$ cat src/rtl/idelay_tap_responder_if.sv
// Idelay control write bus from the scanner/host multiplexer to the tap responder.
// The master drives the lane/tap write; the slave decodes it.
interface idelay_tap_responder_if;
  logic [3:0] hw_addr;
  logic [4:0] hw_data;
  logic       hw_strobe;

  modport master (output hw_addr, output hw_data, output hw_strobe);
  modport slave  (input  hw_addr, input  hw_data, input  hw_strobe);
endinterface

$ cat src/rtl/idelay_tap_responder.sv
// Decodes idelay bus writes into per-lane IDELAYE2 LD or CE/INC pulses, tracks each lane's tap
// value and holds one pending write while an update is in progress.
module idelay_tap_responder #(
  parameter int unsigned LANES     = 16,
  parameter int unsigned STEP_MODE = 0,
  parameter int unsigned SETTLE    = 4
) (
  input  logic                      clk,
  input  logic                      rst_n,
  idelay_tap_responder_if.slave     hw,
  input  logic                      clr_overflow,
  input  logic [3:0]                tap_addr,
  output logic [4:0]                tap_val,
  output logic [LANES-1:0]          idelay_ld,
  output logic [LANES-1:0]          idelay_ce,
  output logic                      idelay_inc,
  output logic [4:0]                cntvaluein,
  output logic                      busy,
  output logic                      done,
  output logic                      overflow
);

  localparam logic [2:0] StIdle   = 3'd0;
  localparam logic [2:0] StLoad   = 3'd1;
  localparam logic [2:0] StCmp    = 3'd2;
  localparam logic [2:0] StStep   = 3'd3;
  localparam logic [2:0] StGap    = 3'd4;
  localparam logic [2:0] StSettle = 3'd5;

  logic [2:0]       state_q, state_d;
  logic [3:0]       lane_q, lane_d;
  logic [4:0]       tgt_q, tgt_d;
  logic             pend_vld_q, pend_vld_d;
  logic [3:0]       pend_lane_q, pend_lane_d;
  logic [4:0]       pend_data_q, pend_data_d;
  logic [3:0]       cnt_q, cnt_d;
  logic [4:0]       tap_q [LANES];
  logic [4:0]       tap_d [LANES];
  logic [LANES-1:0] ld_q, ld_d, ce_q, ce_d;
  logic             inc_q, inc_d;
  logic [4:0]       cv_q, cv_d;
  logic             busy_q, busy_d, done_q, done_d, ovf_q, ovf_d;
  logic [4:0]       tap_val_q, tap_val_d;

  logic       strobe_ok;
  logic       idle_free;
  logic [4:0] cur_tap;

  assign strobe_ok = hw.hw_strobe && (32'(hw.hw_addr) < LANES);
  assign idle_free = (state_q == StIdle) && !pend_vld_q;
  assign cur_tap   = tap_q[lane_q];

  always_comb begin
    state_d     = state_q;
    lane_d      = lane_q;
    tgt_d       = tgt_q;
    pend_vld_d  = pend_vld_q;
    pend_lane_d = pend_lane_q;
    pend_data_d = pend_data_q;
    cnt_d       = cnt_q;
    tap_d       = tap_q;
    inc_d       = inc_q;
    cv_d        = cv_q;
    ld_d        = '0;
    ce_d        = '0;
    done_d      = 1'b0;
    ovf_d       = ovf_q & ~clr_overflow;

    case (state_q)
      StIdle: begin
        if (pend_vld_q) begin
          lane_d     = pend_lane_q;
          tgt_d      = pend_data_q;
          pend_vld_d = 1'b0;
          state_d    = (STEP_MODE != 0) ? StCmp : StLoad;
        end else if (strobe_ok) begin
          lane_d  = hw.hw_addr;
          tgt_d   = hw.hw_data;
          state_d = (STEP_MODE != 0) ? StCmp : StLoad;
        end
      end
      StLoad: begin
        tap_d[lane_q] = tgt_q;
        cnt_d         = '0;
        state_d       = StSettle;
      end
      StCmp: begin
        if (cur_tap == tgt_q) begin
          cnt_d   = '0;
          state_d = StSettle;
        end else begin
          inc_d   = (tgt_q > cur_tap);
          state_d = StStep;
        end
      end
      StStep: begin
        // Saturate rather than wrap; the compare already keeps us inside 0..31.
        if (inc_q && (cur_tap != 5'd31)) begin
          tap_d[lane_q] = cur_tap + 5'd1;
        end else if (!inc_q && (cur_tap != 5'd0)) begin
          tap_d[lane_q] = cur_tap - 5'd1;
        end
        state_d = StGap;
      end
      StGap: state_d = StCmp;
      StSettle: begin
        if (cnt_q == 4'(SETTLE - 1)) begin
          done_d  = 1'b1;
          state_d = StIdle;
        end else begin
          cnt_d = cnt_q + 4'd1;
        end
      end
      default: state_d = StIdle;
    endcase

    // A strobe not taken straight from IDLE lands in the pending slot; a slot being consumed
    // this cycle is not an overwrite.
    if (strobe_ok && !idle_free) begin
      if (pend_vld_q && (state_q != StIdle)) begin
        ovf_d = 1'b1;
      end
      pend_vld_d  = 1'b1;
      pend_lane_d = hw.hw_addr;
      pend_data_d = hw.hw_data;
    end

    if (state_d == StLoad) begin
      ld_d[lane_d] = 1'b1;
      cv_d         = tgt_d;
    end
    if (state_d == StStep) begin
      ce_d[lane_d] = 1'b1;
    end

    busy_d    = (state_d != StIdle) || pend_vld_d;
    tap_val_d = (32'(tap_addr) < LANES) ? tap_q[tap_addr] : 5'd0;
  end

  always_ff @(posedge clk or negedge rst_n) begin
    if (!rst_n) begin
      state_q     <= StIdle;
      lane_q      <= '0;
      tgt_q       <= '0;
      pend_vld_q  <= 1'b0;
      pend_lane_q <= '0;
      pend_data_q <= '0;
      cnt_q       <= '0;
      tap_q       <= '{default: '0};
      ld_q        <= '0;
      ce_q        <= '0;
      inc_q       <= 1'b0;
      cv_q        <= '0;
      busy_q      <= 1'b0;
      done_q      <= 1'b0;
      ovf_q       <= 1'b0;
      tap_val_q   <= '0;
    end else begin
      state_q     <= state_d;
      lane_q      <= lane_d;
      tgt_q       <= tgt_d;
      pend_vld_q  <= pend_vld_d;
      pend_lane_q <= pend_lane_d;
      pend_data_q <= pend_data_d;
      cnt_q       <= cnt_d;
      tap_q       <= tap_d;
      ld_q        <= ld_d;
      ce_q        <= ce_d;
      inc_q       <= inc_d;
      cv_q        <= cv_d;
      busy_q      <= busy_d;
      done_q      <= done_d;
      ovf_q       <= ovf_d;
      tap_val_q   <= tap_val_d;
    end
  end

  assign idelay_ld  = ld_q;
  assign idelay_ce  = ce_q;
  assign idelay_inc = inc_q;
  assign cntvaluein = cv_q;
  assign busy       = busy_q;
  assign done       = done_q;
  assign overflow   = ovf_q;
  assign tap_val    = tap_val_q;

endmodule
$ cat src/flat_wrapper.sv
// flat-port wrapper written by rule: the top's interface ports become plain ports
module idelay_tap_responder_flat 
#(
  parameter int unsigned LANES     = 16,
  parameter int unsigned STEP_MODE = 0,
  parameter int unsigned SETTLE    = 4
)
  (clk, rst_n, clr_overflow, tap_addr, tap_val, idelay_ld, idelay_ce, idelay_inc, cntvaluein, busy, done, overflow, hw_hw_addr, hw_hw_data, hw_hw_strobe);
  idelay_tap_responder_if hw_i ();
  input  logic clk;
  input  logic rst_n;
  input  logic clr_overflow;
  input  logic [3:0] tap_addr;
  output logic [4:0] tap_val;
  output logic [LANES-1:0] idelay_ld;
  output logic [LANES-1:0] idelay_ce;
  output logic idelay_inc;
  output logic [4:0] cntvaluein;
  output logic busy;
  output logic done;
  output logic overflow;
  input wire logic [$bits(hw_i.hw_addr)-1:0] hw_hw_addr;
  input wire logic [$bits(hw_i.hw_data)-1:0] hw_hw_data;
  input wire logic [$bits(hw_i.hw_strobe)-1:0] hw_hw_strobe;
  assign hw_i.hw_addr = hw_hw_addr;
  assign hw_i.hw_data = hw_hw_data;
  assign hw_i.hw_strobe = hw_hw_strobe;
  idelay_tap_responder #(.LANES(LANES), .STEP_MODE(STEP_MODE), .SETTLE(SETTLE)) u_core (.clk(clk), .rst_n(rst_n), .hw(hw_i), .clr_overflow(clr_overflow), .tap_addr(tap_addr), .tap_val(tap_val), .idelay_ld(idelay_ld), .idelay_ce(idelay_ce), .idelay_inc(idelay_inc), .cntvaluein(cntvaluein), .busy(busy), .done(done), .overflow(overflow));
endmodule
$ cat config.mk
export PLATFORM = sky130hd
export DESIGN_NAME = idelay_tap_responder_flat
export DESIGN_NICKNAME = d
export VERILOG_FILES = /design/src/rtl/idelay_tap_responder_if.sv /design/src/rtl/idelay_tap_responder.sv /design/src/flat_wrapper.sv
export SDC_FILE = /design/constraint.sdc
export NUM_CORES = 1
export LEC_CHECK = 0
export BUFFER_PORTS_ARGS = -buffer_cell sky130_fd_sc_hd__buf_2
export CORE_MARGIN = 3
export CORE_UTILIZATION = 55
export DETAILED_ROUTE_END_ITERATION = 10
export GPL_TIMING_DRIVEN = 0
export PLACE_DENSITY = 0.71
export SETUP_SLACK_MARGIN = 0.3
export SYNTH_ARGS = -nofsm -noshare
export SYNTH_HDL_FRONTEND = slang
export SYNTH_SLANG_ARGS = --single-unit
export TNS_END_PERCENT = 50
$ cat constraint.sdc
create_clock -name clk -period 5.7 [get_ports clk]
set_input_delay 0 -clock clk [delete_from_list [all_inputs] [get_ports clk]]
set_output_delay 0 -clock clk [all_outputs]
set_load 0.01 [all_outputs]
==> metrics.csv, run 1 <==
stage,metric,value,unit
outcome,run status,"complete, no violations",
synthesis,Synth Net Count,568,
worst_setup_path,CP cell instances,buf_2 -> buf_2 -> mux4_2 -> a22oi_1 -> nand3_1 -> ha_1 -> and3_1 -> ha_1 -> nor2b_1 -> clkbuf_1 -> nor2_1 -> nand2_1 -> nor4_1 -> or3b_2 -> nor3_1 -> mux2_2,
timing,Max Slew Vio Count,0,
synthesis,Syn Std Cell Area,0.00736,mm2
place,Detailed Place HPWL,11900,um
global_routing,GR met3 Demand/Resource,5.85,%
pwr,P_leak,0.00392,uW
global_routing,Top Usage Layer GRT,met2,
cells_and_area,layout cell share with drive strength beyond 1,36.6,%
synthesis,Synth warnings,0,
die,die area,0.0148,mm2
synthesis,Avg Inst Size Synth,13.6,um2
die,Initial Utilization,57.2,%
drt,Iteration-0 DRC Markers,362,
clock_network,Root Driver,clkbuf_16,
global_routing,met1 usage,32.2,%
clock_network,clock latency on the worst-skew pair,430,ps
drt,Post-Route WL,16900,um
clock_network,CTS buffer count,17,
global_routing,routing usage on met2,39.7,%
worst_setup_path,"Slowest-stage cell, CP",nor3_1,
synthesis,Synth Register Bits,152,
global_routing,initial antenna violation count,0,
place,PortBufs,59,
cells_and_area,Ant. Diodes,0,
flow_run,maxcap violations,0,
clock_network,"Clk pin slew, worst setup/hold paths",60,ps
die,IO Pins,63,
synthesis,Syn Inst Count,541,
clock_network,CTS HTree Levels,4,
worst_hold_path,hold crit path type,in -> reg,
timing,fin crit share,86.0,%
drt,antenna-violating nets left,0,
synthesis,Main synth FF type,dfrtp_1,
timing,Slew HR,24.9,%
worst_setup_path,CP required,6010,ps
global_routing,Total GRT Usage,24.5,%
drt,Vias,4918,
die,num rows,41,
cells_and_area,area growth from synthesis to layout,17.2,%
worst_setup_path,crit end category,flop,
timing,min Tclk post-route,4900,ps
worst_setup_path,Setup crit start kind,flop,
clock_network,post-CTS setup buffers,0,
global_routing,first-pass GRT wire length,27200,um
worst_setup_path,Critical Path AT,5210,ps
timing,Worst Skew,12.8,ps
timing,Fin Setup TNS,0,ps
synthesis,"EDFF count, synth",0,
drt,mean routed wirelength per cell,20.6,um
clock_network,post-CTS resize count,0,
drt,DRC viols,0,
die,die height,122,um
clock_network,clk sinks,152,
global_routing,vias in the first global route,5100,
cells_and_area,"commonest non-fill, non-tap cell in the layout",dfrtp_1,
drt,via density per instance,6.02,
clock_network,CTS Hold Bufs,12,
synthesis,post-synthesis async set-or-reset flop share,100,%
pwr,Power Density,571,mW/mm2
place,RePlAce Congestion,0.822,
worst_setup_path,CP max FO,10,
synthesis,Cell variety after synth,48,
worst_setup_path,Slowest Stage Delay on Critical Path,830,ps
timing,Hold WS,96.9,ps
cells_and_area,Total Nets Final,659,
cells_and_area,most frequent cells in the layout,"152 x dfrtp_1, 84 x mux2_2, 61 x buf_2, 61 x nor2_1, 38 x mux4_2",
synthesis,register area share after synthesis,51.6,%
clock_network,CTS tree,yes,
timing,Max Fclk,204,MHz
die,area of the core,0.0129,mm2
timing,Fin. Hold Viols,0,
die,die width,122,um
timing,RSZ-0062 raised after global routing,false,
timing,Slew @ Worst Pin,1120,ps
worst_setup_path,CP Class,reg -> reg,
clock_network,Clock Path Buffers,2,
drt,drt pass-1 iters,5,
timing,Final setup violation count,0,
global_routing,global-route congestion overflow total,0,
pwr,peak supply drop,298,uV
global_routing,largest net degree at the start of global routing,90,
-- stage by stage --
| step | std cells | utilization, % | setup WS [ps] | area, um2 | total power, uW |
|---|---|---|---|---|---|
| final | 817 | 67.0 | 796 | 8630 | 4920 |
| after CTS | 817 | 67.0 | 891 | 8630 | 4940 |
| after floorplan | 541 | - | 1740 | 7360 | 3200 |
| after detailed placement | 773 | 61.4 | 940 | 7910 | 3780 |
| after global placement | 772 | 61.2 | 951 | 7880 | 3690 |
| after global routing | 817 | 67.0 | 559 | 8630 | 5250 |
-- cell families after synthesis --
group	share of synthesized area, %
AOI/OAI and AO/OA	4.47
xor gates and xnor gates	0.476
adders and majority gates	1.70
buffers and inverters	2.51
DFF	51.6
muxes	30.0
and+or+nand+nor	9.21
-- report_power, final --
| part | switching, uW | internal, uW | total [uW] |
|---|---|---|---|
| Clock | 430 | 699 | 1130 |
| Combinational | 1080 | 1010 | 2090 |
| Sequential | 252 | 1450 | 1700 |
-- layer usage --
metal | vias to the layer above | routed length [um]
met5 | - | 0
met4 | 0 | 440
met3 | 33 | 828
met2 | 173 | 8420
met1 | 2530 | 7170
li1 | 2182 | -
-- critical path: cells and delay by family, from the launching register on --
family,cells,cell delay [ps]
adders and majority gates,2,470
and+or+nand+nor,8,2100
buffers and inverters,3,880
AOI/OAI and AO/OA,1,200
muxes,2,820
DFF,1,320
-- final timing paths --
check,slack [ps],end,depth (start not counted),startpoint
setup reg to reg,800,u_core.tap_q[35],16,u_core.lane_q[1]
min in group asynchronous,220,u_core.cnt_q[0],2,rst_n
max in group asynchronous,4700,u_core.tap_q[56],3,rst_n
setup / recovery,800,u_core.tap_q[35],16,u_core.lane_q[1]
hold / removal,100,u_core.tgt_q[1],4,hw_hw_strobe
hold reg to reg,490,u_core.cnt_q[3],1,u_core.cnt_q[3]
-- state kept, by name (all words and copies together), names as in the netlist, 3 cells and up --
signal              flops
u_core.cnt_q            4
u_core.tgt_q            5
u_core.state_q          3
u_core.tap_q           80
u_core.tap_val          5
u_core.idelay_ce       16
u_core.cntvaluein       5
u_core.pend_data_q      5
u_core.lane_q           4
u_core.pend_lane_q      4
u_core.idelay_ld       16
-- final cells by class --
cell class                 count  area [um2]
clock inverter                11         149
clock buffer                  21         450
buffer                        31         151
fill                         975        4250
inverter                       9        33.8
timing repair buffer          72         449
tap                          172         215
multi-input combinational    349        3380
sequential                   152        3800
-- synthesized netlist by cell type (2+ instances only) --
library cell | count | share of area, %
dfrtp_1 | 152 | 52
mux2_2 | 84 | 13
nor2_1 | 61 | 3.1
mux4_2 | 38 | 12
nand2_1 | 26 | 1.3
clkbuf_1 | 23 | 1.2
o21ai_0 | 17 | 1.2
a22oi_1 | 13 | 1.3
nor2b_1 | 12 | 1.0
ha_1 | 10 | 1.7
mux2_4 | 10 | 2.0
inv_1 | 9 | 0.46
mux4_1 | 9 | 3.2
nand3_1 | 9 | 0.61
a21oi_1 | 7 | 0.48
nand2b_1 | 7 | 0.59
a31oi_1 | 5 | 0.42
nor3_1 | 4 | 0.27
buf_2 | 3 | 0.20
nand3b_1 | 3 | 0.31
and2_1 | 2 | 0.17
buf_1 | 2 | 0.10
buf_6 | 2 | 0.31
mux2i_1 | 2 | 0.27
nand3_2 | 2 | 0.27
o21ai_1 | 2 | 0.14
or3_1 | 2 | 0.17
or3b_2 | 2 | 0.24
or4_1 | 2 | 0.20
xnor2_1 | 2 | 0.24
xor2_1 | 2 | 0.24
No activity file was read; power rests on OpenSTA's default activity.
==> run 2, diff against run 1 <==
--- a/config.mk
+++ b/config.mk
@@ -5,12 +5,15 @@
 export SDC_FILE = /design/constraint.sdc
 export NUM_CORES = 1
 export LEC_CHECK = 0
+export ABC_AREA = 1
 export BUFFER_PORTS_ARGS = -buffer_cell sky130_fd_sc_hd__buf_2
+export CELL_PAD_IN_SITES_DETAIL_PLACEMENT = 1
+export CELL_PAD_IN_SITES_GLOBAL_PLACEMENT = 2
 export CORE_MARGIN = 3
-export CORE_UTILIZATION = 55
+export CORE_UTILIZATION = 36
 export DETAILED_ROUTE_END_ITERATION = 10
 export GPL_TIMING_DRIVEN = 0
-export PLACE_DENSITY = 0.71
+export PLACE_DENSITY = 0.78
 export SETUP_SLACK_MARGIN = 0.3
 export SYNTH_ARGS = -nofsm -noshare
 export SYNTH_HDL_FRONTEND = slang
==> metrics.csv, run 2 <==
stage,metric,value,unit,change
outcome,run status,"complete, no violations",,
global_routing,first-pass GRT wire length,43800,um,+61%
cells_and_area,Total Nets Final,1172,,+78%
clock_network,CTS HTree Levels,4,,unchanged
clock_network,"Clk pin slew, worst setup/hold paths",80,ps,+20 ps
worst_setup_path,crit end category,flop,,
die,die height,156,um,+28%
die,die area,0.0244,mm2,+64%
worst_setup_path,"Slowest-stage cell, CP",o21ai_0,,
clock_network,Clock Path Buffers,2,,unchanged
synthesis,Main synth FF type,dfrtp_1,,
die,die width,156,um,+28%
cells_and_area,layout cell share with drive strength beyond 1,13.6,%,-23 points
global_routing,Total GRT Usage,23.5,%,-1.0 points
synthesis,Synth warnings,0,,unchanged
worst_setup_path,CP cell instances,buf_4 -> nand2_1 -> nor2_1 -> a21oi_1 -> nand2_1 -> nand2_1 -> nand2_1 -> inv_1 -> nand2_1 -> ha_1 -> nand2_1 -> nor2_1 -> ha_1 -> nor2_1 -> inv_1 -> o21ai_0 -> inv_1 -> nand2_1 -> nand2_1 -> nor2_1 -> nor2_1,,
synthesis,register area share after synthesis,46.9,%,-4.7 points
worst_setup_path,Critical Path AT,4590,ps,-620 ps
timing,Max Slew Vio Count,0,,unchanged
synthesis,Syn Std Cell Area,0.00811,mm2,+10%
synthesis,Synth top area share,46.9,%,-4.7 points
pwr,Power Density,569,mW/mm2,-0.27%
synthesis,Cell variety after synth,36,,-25%
drt,drt pass-1 iters,4,,-1
cells_and_area,max reg flops,80,,unchanged
drt,Vias,7239,,+47%
place,placed instance area,0.00880,mm2,+11%
synthesis,largest cells by area after synthesis,"dfrtp_1 47%, nand2_1 16%, o21ai_0 5.7%",,
worst_setup_path,Top delay family on crit path,simple AND/OR/NAND/NOR gates,,
timing,Fin. Hold Viols,0,,unchanged
place,RePlAce Congestion,0.829,,+0.79%
worst_setup_path,Crit path top cell by count,nand2_1,,
pwr,P_leak,0.00485,uW,+24%
synthesis,post-synthesis async set-or-reset flop share,100,%,unchanged
cells_and_area,Ant. Diodes,0,,unchanged
timing,Slew @ Worst Pin,853,ps,-264 ps
drt,mean routed wirelength per cell,19.0,um,-7.8%
synthesis,"EDFF count, synth",0,,unchanged
timing,RSZ-0062 raised after global routing,false,,
timing,fin crit share,74.7,%,-11 points
worst_setup_path,Setup crit start kind,flop,,
clock_network,CTS tree,yes,,
synthesis,Syn Inst Count,1051,,+94%
timing,Final setup violation count,0,,unchanged
worst_setup_path,Slowest Stage Delay on Critical Path,500,ps,-330 ps
timing,Slew HR,43.1,%,+18 points
clock_network,clock latency on the worst-skew pair,440,ps,about the same
worst_setup_path,CP max FO,10,,unchanged
worst_setup_path,CP required,6030,ps,+20 ps
die,num rows,54,,+32%
synthesis,most common cell in the netlist,nand2_1,,
cells_and_area,"Most flops, register",u_core.tap_q,,
cells_and_area,"commonest non-fill, non-tap cell in the layout",nand2_1,,
cells_and_area,most frequent cells in the layout,"353 x nand2_1, 152 x dfrtp_1, 116 x nor2_1, 96 x inv_1, 92 x o21ai_0",,
clock_network,post-CTS resize count,0,,unchanged
synthesis,"area leader, netlist",dfrtp_1,,
clock_network,clk sinks,152,,unchanged
global_routing,vias in the first global route,7761,,+52%
place,PortBufs,61,,+3.4%
timing,Max Fclk,235,MHz,+15%
global_routing,initial antenna violation count,0,,unchanged
global_routing,largest net degree at the start of global routing,104,,+16%
flow_run,maxcap violations,0,,unchanged
pwr,peak supply drop,261,uV,-13%
synthesis,Synth Net Count,1078,,+90%
timing,min Tclk post-route,4260,ps,-646 ps
cells_and_area,Filler cells,2727,,+180%
place,Placed Cells,1393,,+80%
drt,DRC viols,0,,unchanged
worst_hold_path,hold crit path type,in -> reg,,
cells_and_area,area growth from synthesis to layout,17.9,%,
synthesis,Avg Inst Size Synth,7.71,um2,-43%
clock_network,CTS buffer count,17,,unchanged
timing,Fin Setup TNS,0,ps,unchanged
place,Detailed Place HPWL,19500,um,+64%
global_routing,global-route congestion overflow total,0,,unchanged
drt,antenna-violating nets left,0,,unchanged
worst_setup_path,Buf/Inv on CP,4,,+1
drt,Iteration-0 DRC Markers,319,,-12%
synthesis,Post-synth top cells,"353 x nand2_1, 152 x dfrtp_1, 116 x nor2_1, 96 x inv_1, 92 x o21ai_0",,
die,Initial Utilization,36.9,%,-20 points
die,IO Pins,63,,unchanged
synthesis,Synth Register Bits,152,,unchanged
drt,via density per instance,5.03,,-16%
cells_and_area,final instance area,0.00956,mm2,+11%
cells_and_area,"Cell Count, Final, Fillers Out",1438,,+76%
drt,Post-Route WL,27400,um,+62%
worst_setup_path,CP Class,reg -> reg,,
die,area of the core,0.0220,mm2,+71%
clock_network,Root Driver,clkbuf_16,,
timing,Worst Skew,16.9,ps,+4.14 ps
==> run 2: cell count changes after synthesis, sizes merged, moves of 33 or more <==
cell / before / now
a21oi: 7 / 40
nand3: 11 / 49
mux4: 47 / 0
inv: 9 / 104
o21ai: 19 / 100
mux2: 94 / 9
nand2: 26 / 358
nor2: 61 / 121
==> run 2: where the power goes <==
part	internal, uW	switching [uW]
registers	1440	266
logic	782	1750
clock network	636	562
total	2860	2580
==> run 2: what timing repair did <==
action | 4_1_cts | 5_1_grt
setup endpoints to repair | 0 | 0
hold buffers | 13 | 0
buffers inserted | 0 | 0
hold endpoints to repair | 174 | 0
==> run 2: worst min-delay path: stages <==
cell	delay, ps
buf_2	100
o21ai_2	160
nand2_1	150
==> run 2: kinds of logic (layout without fill, tap and decap cells) <==
kind of cell / count (synthesis) / in the layout / share of synthesized area, %
multiplexers: 21 / 21 / 2.73
AND/OR/NAND/NOR: 544 / 544 / 28.9
flip-flops: 152 / 152 / 46.9
buffers and inverters: 143 / 250 / 7.45
adder cells (fa/ha/maj): 10 / 10 / 1.54
XOR/XNOR: 3 / 3 / 0.324
AO/OA/AOI/OAI: 178 / 178 / 12.1
==> run 2: path summary, 6_finish.rpt <==
check / slack, ps / end / cells past startpoint / startpoint
min in group asynchronous: 60 / u_core.tap_q[68] / 2 / rst_n
min: 10 / u_core.pend_vld_q / 3 / hw_hw_strobe
max reg2reg: 1440 / u_core.tap_q[64] / 21 / u_core.lane_q[1]
max in group asynchronous: 4750 / u_core.tap_q[6] / 3 / rst_n
max: 1440 / u_core.tap_q[64] / 21 / u_core.lane_q[1]
min reg2reg: 490 / u_core.tap_q[21] / 2 / u_core.tap_q[21]
==> run 2: cell type report <==
class / instances / area [um2] / area share [%]
buffer: 37 / 206 / 2.16
clock buffer: 17 / 425 / 4.45
clock inverter: 15 / 199 / 2.08
inverter: 106 / 398 / 4.16
multi-input combinational: 756 / 3700 / 38.7
sequential: 152 / 3800 / 39.8
tap: 280 / 350 / 3.67
timing repair buffer: 75 / 473 / 4.95
==> run 2: per-layer routing <==
layer | part of all wire [%] | vias up | GRT usage, %
met5 | 0 | - | 0
li1 | - | 3544 | -
met2 | 50 | 130 | 41.5
met1 | 45 | 3537 | 30.2
met4 | 1.5 | 0 | 5.76
met3 | 3.1 | 28 | 3.66
==> run 2: metrics by stage <==
step	utilization, %	power (uW)	setup slack, ps	hold WS (ps)
floorplan	-	3400	2710	-296
global placement	39.9	4210	1460	185
detailed placement	40.1	4260	1480	-62.6
CTS	43.5	5500	1450	0.456
global route	43.5	5910	1000	33.8
finish	43.5	5440	1440	10.9
